[config.mk]
export PLATFORM = sky130hd
export DESIGN_NAME = noc_vc_buffer
export DESIGN_NICKNAME = d
export VERILOG_FILES = /design/src/rtl/noc_pkg.sv /design/src/rtl/vc_fifo.sv /design/src/rtl/noc_vc_buffer.sv
export SDC_FILE = /design/constraint.sdc
export NUM_CORES = 1
export LEC_CHECK = 0
export ABC_AREA = 0
export BUFFER_PORTS_ARGS = -buffer_cell sky130_fd_sc_hd__buf_2
export CELL_PAD_IN_SITES_DETAIL_PLACEMENT = 0
export CELL_PAD_IN_SITES_GLOBAL_PLACEMENT = 1
export CORE_MARGIN = 1
export CORE_UTILIZATION = 52
export CTS_CLUSTER_DIAMETER = 200
export CTS_CLUSTER_SIZE = 10
export DETAILED_ROUTE_END_ITERATION = 10
export PLACE_DENSITY = 0.88
export SETUP_SLACK_MARGIN = 0.1
export SYNTH_ARGS = -nofsm -noshare
export SYNTH_HDL_FRONTEND = slang
export SYNTH_SLANG_ARGS = --single-unit
[constraint.sdc]
create_clock -name clk -period 5.6 [get_ports clk]
set_input_delay 0.56 -clock clk [delete_from_list [all_inputs] [get_ports clk]]
set_output_delay 0.56 -clock clk [all_outputs]
set_load 0.01 [all_outputs]
[src/rtl/noc_pkg.sv]
// rtl/noc_pkg.sv - shared NoC flit encodings and VC indices
// Used by the switch controller and the VC buffer stage.
package noc_pkg;
    localparam int FLIT_W = 8;
    localparam int NODE_W = 2;
    localparam int VC_W   = 2;

    localparam logic [5:0]        HEAD_TAG = 6'b101111;
    localparam logic [FLIT_W-1:0] TRAILER  = 8'hFF;
    localparam logic [FLIT_W-1:0] IDLE     = 8'h00;

    localparam logic [VC_W-1:0] VC_EJECT = 2'd0;
    localparam logic [VC_W-1:0] VC_FWD   = 2'd1;
    localparam logic [VC_W-1:0] VC_INJ   = 2'd2;

    typedef enum logic {
        ARB_UNLOCKED = 1'b0,
        ARB_LOCKED   = 1'b1
    } arb_state_e;

    function automatic logic is_head(input logic [FLIT_W-1:0] flit);
        return flit[FLIT_W-1:NODE_W] == HEAD_TAG;
    endfunction
endpackage

[src/rtl/vc_fifo.sv]
// rtl/vc_fifo.sv - per-VC flit FIFO with head peek
// Caller guarantees no write when full and no pop when empty.
module vc_fifo
    import noc_pkg::*;
#(
    parameter int DEPTH = 4
) (
    input  logic              clk,
    input  logic              rst_n,
    input  logic              wr_en_i,
    input  logic [FLIT_W-1:0] wr_data_i,
    input  logic              pop_i,
    output logic              full_o,
    output logic              empty_o,
    output logic [FLIT_W-1:0] head_o
);
    localparam int PTR_W = $clog2(DEPTH);
    localparam int CNT_W = PTR_W + 1;
    localparam logic [CNT_W-1:0] FULL_CNT = CNT_W'(DEPTH);

    logic [FLIT_W-1:0] mem_q [DEPTH];
    logic [PTR_W-1:0]  wr_ptr_q, rd_ptr_q;
    logic [CNT_W-1:0]  count_q, count_d;

    always_comb begin
        count_d = count_q;
        case ({wr_en_i, pop_i})
            2'b10:   count_d = count_q + CNT_W'(1);
            2'b01:   count_d = count_q - CNT_W'(1);
            default: count_d = count_q;
        endcase
    end

    always_ff @(posedge clk or negedge rst_n) begin
        if (!rst_n) begin
            wr_ptr_q <= '0;
            rd_ptr_q <= '0;
            count_q  <= '0;
        end else begin
            if (wr_en_i) wr_ptr_q <= wr_ptr_q + PTR_W'(1);
            if (pop_i)   rd_ptr_q <= rd_ptr_q + PTR_W'(1);
            count_q <= count_d;
        end
    end

    // Storage needs no reset: occupancy alone decides what is valid.
    always_ff @(posedge clk) begin
        if (wr_en_i) mem_q[wr_ptr_q] <= wr_data_i;
    end

    assign full_o  = (count_q == FULL_CNT);
    assign empty_o = (count_q == '0);
    assign head_o  = mem_q[rd_ptr_q];
endmodule

[src/rtl/noc_vc_buffer.sv]
// rtl/noc_vc_buffer.sv - per-VC flit buffering, packet-locked VC arbiter, output register
// Packets from different VCs never interleave on flit_out_down.
module noc_vc_buffer
    import noc_pkg::*;
#(
    parameter int NUM_VC = 3,
    parameter int DEPTH  = 4
) (
    input  logic              clk,
    input  logic              rst_n,
    input  logic [FLIT_W-1:0] flit_in,
    input  logic [VC_W-1:0]   vc_sel,
    output logic [NUM_VC-1:0] vc_full,
    output logic [FLIT_W-1:0] flit_out_down,
    output logic [VC_W-1:0]   out_vc,
    input  logic              down_ready,
    output logic              ovf_err
);
    logic [NUM_VC-1:0] wr_en, pop, empty;
    logic [FLIT_W-1:0] head [NUM_VC];

    arb_state_e        state_q, state_d;
    logic [VC_W-1:0]   lock_vc_q, lock_vc_d;
    logic [VC_W-1:0]   rr_ptr_q, rr_ptr_d;
    logic [FLIT_W-1:0] flit_q, flit_d;
    logic [VC_W-1:0]   out_vc_q, out_vc_d;
    logic              ovf_q, ovf_d;

    logic              load, pop_any;
    logic [VC_W-1:0]   pop_vc;
    logic [FLIT_W-1:0] pop_flit;
    int                idx;

    for (genvar v = 0; v < NUM_VC; v++) begin : g_vc
        vc_fifo #(.DEPTH(DEPTH)) u_fifo (
            .clk       (clk),
            .rst_n     (rst_n),
            .wr_en_i   (wr_en[v]),
            .wr_data_i (flit_in),
            .pop_i     (pop[v]),
            .full_o    (vc_full[v]),
            .empty_o   (empty[v]),
            .head_o    (head[v])
        );
    end

    // Full check uses start-of-cycle occupancy, so a same-cycle pop never rescues a write.
    always_comb begin
        wr_en = '0;
        ovf_d = ovf_q;
        if (flit_in != IDLE) begin
            if (int'(vc_sel) >= NUM_VC) ovf_d = 1'b1;
            for (int v = 0; v < NUM_VC; v++) begin
                if (vc_sel == VC_W'(v)) begin
                    if (vc_full[v]) ovf_d = 1'b1;
                    else            wr_en[v] = 1'b1;
                end
            end
        end
    end

    always_comb begin
        load      = (flit_q == IDLE) || down_ready;
        pop       = '0;
        pop_any   = 1'b0;
        pop_vc    = lock_vc_q;
        idx       = 0;
        state_d   = state_q;
        lock_vc_d = lock_vc_q;
        rr_ptr_d  = rr_ptr_q;
        if (state_q == ARB_LOCKED) begin
            pop_any = !empty[lock_vc_q];
        end else begin
            for (int i = 0; i < NUM_VC; i++) begin
                idx = (int'(rr_ptr_q) + i) % NUM_VC;
                if (!pop_any && !empty[idx] && is_head(head[idx])) begin
                    pop_any = 1'b1;
                    pop_vc  = VC_W'(idx);
                end
            end
        end
        pop_any  = pop_any && load;
        pop_flit = head[pop_vc];
        if (pop_any) begin
            pop[pop_vc] = 1'b1;
            if (state_q == ARB_UNLOCKED) begin
                state_d   = ARB_LOCKED;
                lock_vc_d = pop_vc;
                rr_ptr_d  = VC_W'((int'(pop_vc) + 1) % NUM_VC);
            end
            if (pop_flit == TRAILER) state_d = ARB_UNLOCKED;
        end
        flit_d   = flit_q;
        out_vc_d = out_vc_q;
        if (load) begin
            flit_d = pop_any ? pop_flit : IDLE;
            if (pop_any) out_vc_d = pop_vc;
        end
    end

    always_ff @(posedge clk or negedge rst_n) begin
        if (!rst_n) begin
            state_q   <= ARB_UNLOCKED;
            lock_vc_q <= '0;
            rr_ptr_q  <= '0;
            flit_q    <= IDLE;
            out_vc_q  <= '0;
            ovf_q     <= 1'b0;
        end else begin
            state_q   <= state_d;
            lock_vc_q <= lock_vc_d;
            rr_ptr_q  <= rr_ptr_d;
            flit_q    <= flit_d;
            out_vc_q  <= out_vc_d;
            ovf_q     <= ovf_d;
        end
    end

    assign flit_out_down = flit_q;
    assign out_vc        = out_vc_q;
    assign ovf_err       = ovf_q;
endmodule
==> impl_results.md <==
- YS warnings: 0
- Slowest-stage cell, CP: dfrtp_1
- I/O Pins: 27
- R2r setup slk: 660 ps
- Synth Cell Area: 6620 µm²
- Final net count: 546
- Finish-stage setup viols: 0
- Worst Hold Margin: 262 ps
- CTS tree: yes
- Arr. time, crit path: 5290 ps
- CP max FO: 14
- Total CTS buffers: 17
- Setup TNS: 0 ps
- Clock share of power: 30.4%
- Antenna Nets Post-Route: 0
- Remaining DRCs: 0
- Worst Hold Class: in -> async
- Final min period: 4940 ps
- Area Growth Syn to Fin: 12.1%
- Top-count cell post-synth: edfxtp_1
- CP Cell Sequence: mux4_2 -> nor4bb_1 -> a31o_1 -> o22a_1 -> and2_1 -> o311ai_0 -> a21boi_1 -> or2_2 -> inv_1 -> ha_1 -> and2_1 -> ha_1 -> inv_1 -> fa_1 -> xor2_1 -> nor2_1 -> xor2_1
- Final worst setup slack: 660 ps
- Reg clk slew, reported paths: 60 ps
- Post-synth top area cell: edfxtp_1
- GRT Resource Usage Total: 24.9%
- Detailed Route Iter0 Violations: 388
- Mapped Nets: 519
- Max-slew headroom: 39.3%
- RSZ-0062 raised after global routing: no
- CP Capture Type: register
- Post-place instance area: 6840 µm²
- Ranking of synthesized cells by area: edfxtp_1, dfrtp_1, mux4_2, ha_1, mux2i_1
- Synth unique cells: 61
- Placed Cells: 657
- Switching Power: 1.21 mW
- Pwr dens: 479 nW/µm²
- CP Class: reg -> reg
- Post-synth EDFFs: 96
- GP Congestion: 0.929
- Fin. Hold Viols: 0
- First-pass GRT wire length: 23600 µm
- Vias per cell: 6.01
- CTS root buf: clkbuf_16
- Largest stage delay, worst path: 780 ps
- Cell count after synthesis: 481
- Synth Flop Type: edfxtp_1
- Die Ht: 115 µm
- Synth top area share: 43.5%
- Combinational share of power: 30.3%
- Status: finished, final reports clean
- Commonest cells in the synthesized netlist: edfxtp_1, dfrtp_1, nand2_1
- Final design utilization: 60.8%
- Design area: 7420 µm²
- Cell row count: 40
- Leakage: 2.73 nW
- CORE AREA: 12200 µm²
- IO buf count: 26
- Internal: 2.34 mW
- Synthesized flop and latch total: 133
- Die Footprint: 13200 µm²
- VDD IR-drop max: 0.324 mV
- Crit start category: register
- Post-CTS sizing: 0
- Worst endpoint required time: 5950 ps
- Seq pwr share: 39.2%
- Post-DR wirelength/cell: 21.5 µm
- Async set or reset register ratio after synthesis: 27.8%
- Routed WL: 14800 µm
- HPWL Detailed: 10300 µm
- Die width: 115 µm
- Switch share: 34.0%
- Vias in the first global route: 4193
- Avg Cell Area, Syn: 13.8 µm²
- Post-CTS setup buffer count: 0
- Initial antenna violation count: 0
- Final Slew Violations: 0
- FMAX: 0.202 GHz
- Register area share after synthesis: 57.5%
- Deepest clock path buffer count: 2
- # clock sinks: 133
- Ratio of final minimum period to clock period: 88.2%
- H-tree depth: 4
- Layout cell share with drive strength beyond 1: 18.4%
- Grt total ovfl: 0
- Clock skew: 17.9 ps
- Layout Cells excl Fill: 689
- Largest net degree at the start of global routing: 38
- Slew @ Worst Pin: 904 ps
- Vias: 4144
- Starting Density: 54.2%
- Hold Buf Count CTS: 0
- Max Cap Violations: 0
- Detailed Routing Iterations Pass 1: 5
- Clk_lat worst skew: 420 ps
- Ant. Diodes: 0
- Power consumption: 3.55 mW
- Pre-CTS setup slack: 697 ps
-- power by group through the flow --
stage | sequential [mW] | combinational (mW) | clock [mW]
final | 1.39 | 1.08 | 1.08
after global routing | 1.42 | 1.19 | 1.14
after CTS | 1.40 | 1.07 | 1.10
after detailed placement | 1.41 | 1.07 | 0
after global placement | 1.39 | 1.05 | 0
after floorplan | 1.35 | 0.803 | 0
-- final cells by class --
class,instances,area (µm²)
clock buffer,17,425
multi-input combinational,301,2570
clock inverter,15,153
fill,946,4790
inverter,26,97.6
sequential,133,3810
tap,168,210
timing repair buffer,29,153
-- placed cells by master (no fill, tap or decap), types with 5 or more instances in the layout --
cell | Yosys | routed
edfxtp_1 | 96 | 96
dfrtp_1 | 37 | 37
nand2_1 | 36 | 36
o21ai_0 | 26 | 26
buf_2 | 3 | 26
inv_1 | 24 | 24
mux4_2 | 24 | 24
ha_1 | 22 | 22
mux2i_1 | 20 | 20
and2_1 | 19 | 19
nand3_1 | 17 | 17
clkbuf_16 | 0 | 17
nor2_1 | 13 | 13
xnor2_1 | 10 | 10
xor2_1 | 8 | 8
mux2_2 | 7 | 7
nor3b_1 | 6 | 6
o211ai_1 | 6 | 6
a31oi_1 | 5 | 5
a21oi_1 | 5 | 5
o31a_1 | 5 | 5
a22o_1 | 5 | 5
-- path summary, 6_finish.rpt --
path,end,cells past startpoint,from
setup / recovery,g_vc[0].u_fifo.count_q[2],17,g_vc[1].u_fifo.rd_ptr_q[0]
hold / removal,lock_vc_q[0],1,rst_n
setup reg to reg,g_vc[0].u_fifo.count_q[2],17,g_vc[1].u_fifo.rd_ptr_q[0]
hold reg to reg,ovf_err,2,ovf_err
max in group asynchronous,g_vc[2].u_fifo.wr_ptr_q[1],1,rst_n
min in group clk,ovf_err,2,ovf_err
-- metal layers --
layer	global-route usage (%)	part of all wire (%)	vias to the layer above
met2	40.1	50	146
met3	5.80	5.7	27
met1	32.6	43	2080
met4	10.7	1.7	0
met5	0	0	-
li1	-	-	1891
-- critical path, delay by kind of cell, from the launching register on --
kind | cells | cell delay, ps
simple gates | 5 | 1150
compound gates | 4 | 1030
flops | 1 | 780
fa+ha+maj | 3 | 730
mux | 1 | 630
xor+xnor | 2 | 300
buf+inv | 2 | 230
-- logic make-up (layout without fill, tap and decap cells) --
kind of cell | after synthesis | in the layout | share of synthesized area (%)
xor gates and xnor gates | 18 | 18 | 2.38
muxes | 51 | 51 | 12.4
and+or+nand+nor | 127 | 127 | 10.5
buffers and inverters | 47 | 87 | 3.63
AOI/OAI and AO/OA | 80 | 80 | 8.56
DFF | 133 | 133 | 57.5
adders and majority gates | 25 | 25 | 5.06
-- state kept, by name, summed over array words and instances (netlist names) --
name                  count
rr_ptr_q                  2
state_q                   1
lock_vc_q                 2
ovf_err                   1
g_vc.u_fifo.mem_q        96
flit_out_down             8
g_vc.u_fifo.count_q       9
g_vc.u_fifo.rd_ptr_q      6
g_vc.u_fifo.wr_ptr_q      6
out_vc                    2
Note: power is estimated with default switching activity, not from simulation.
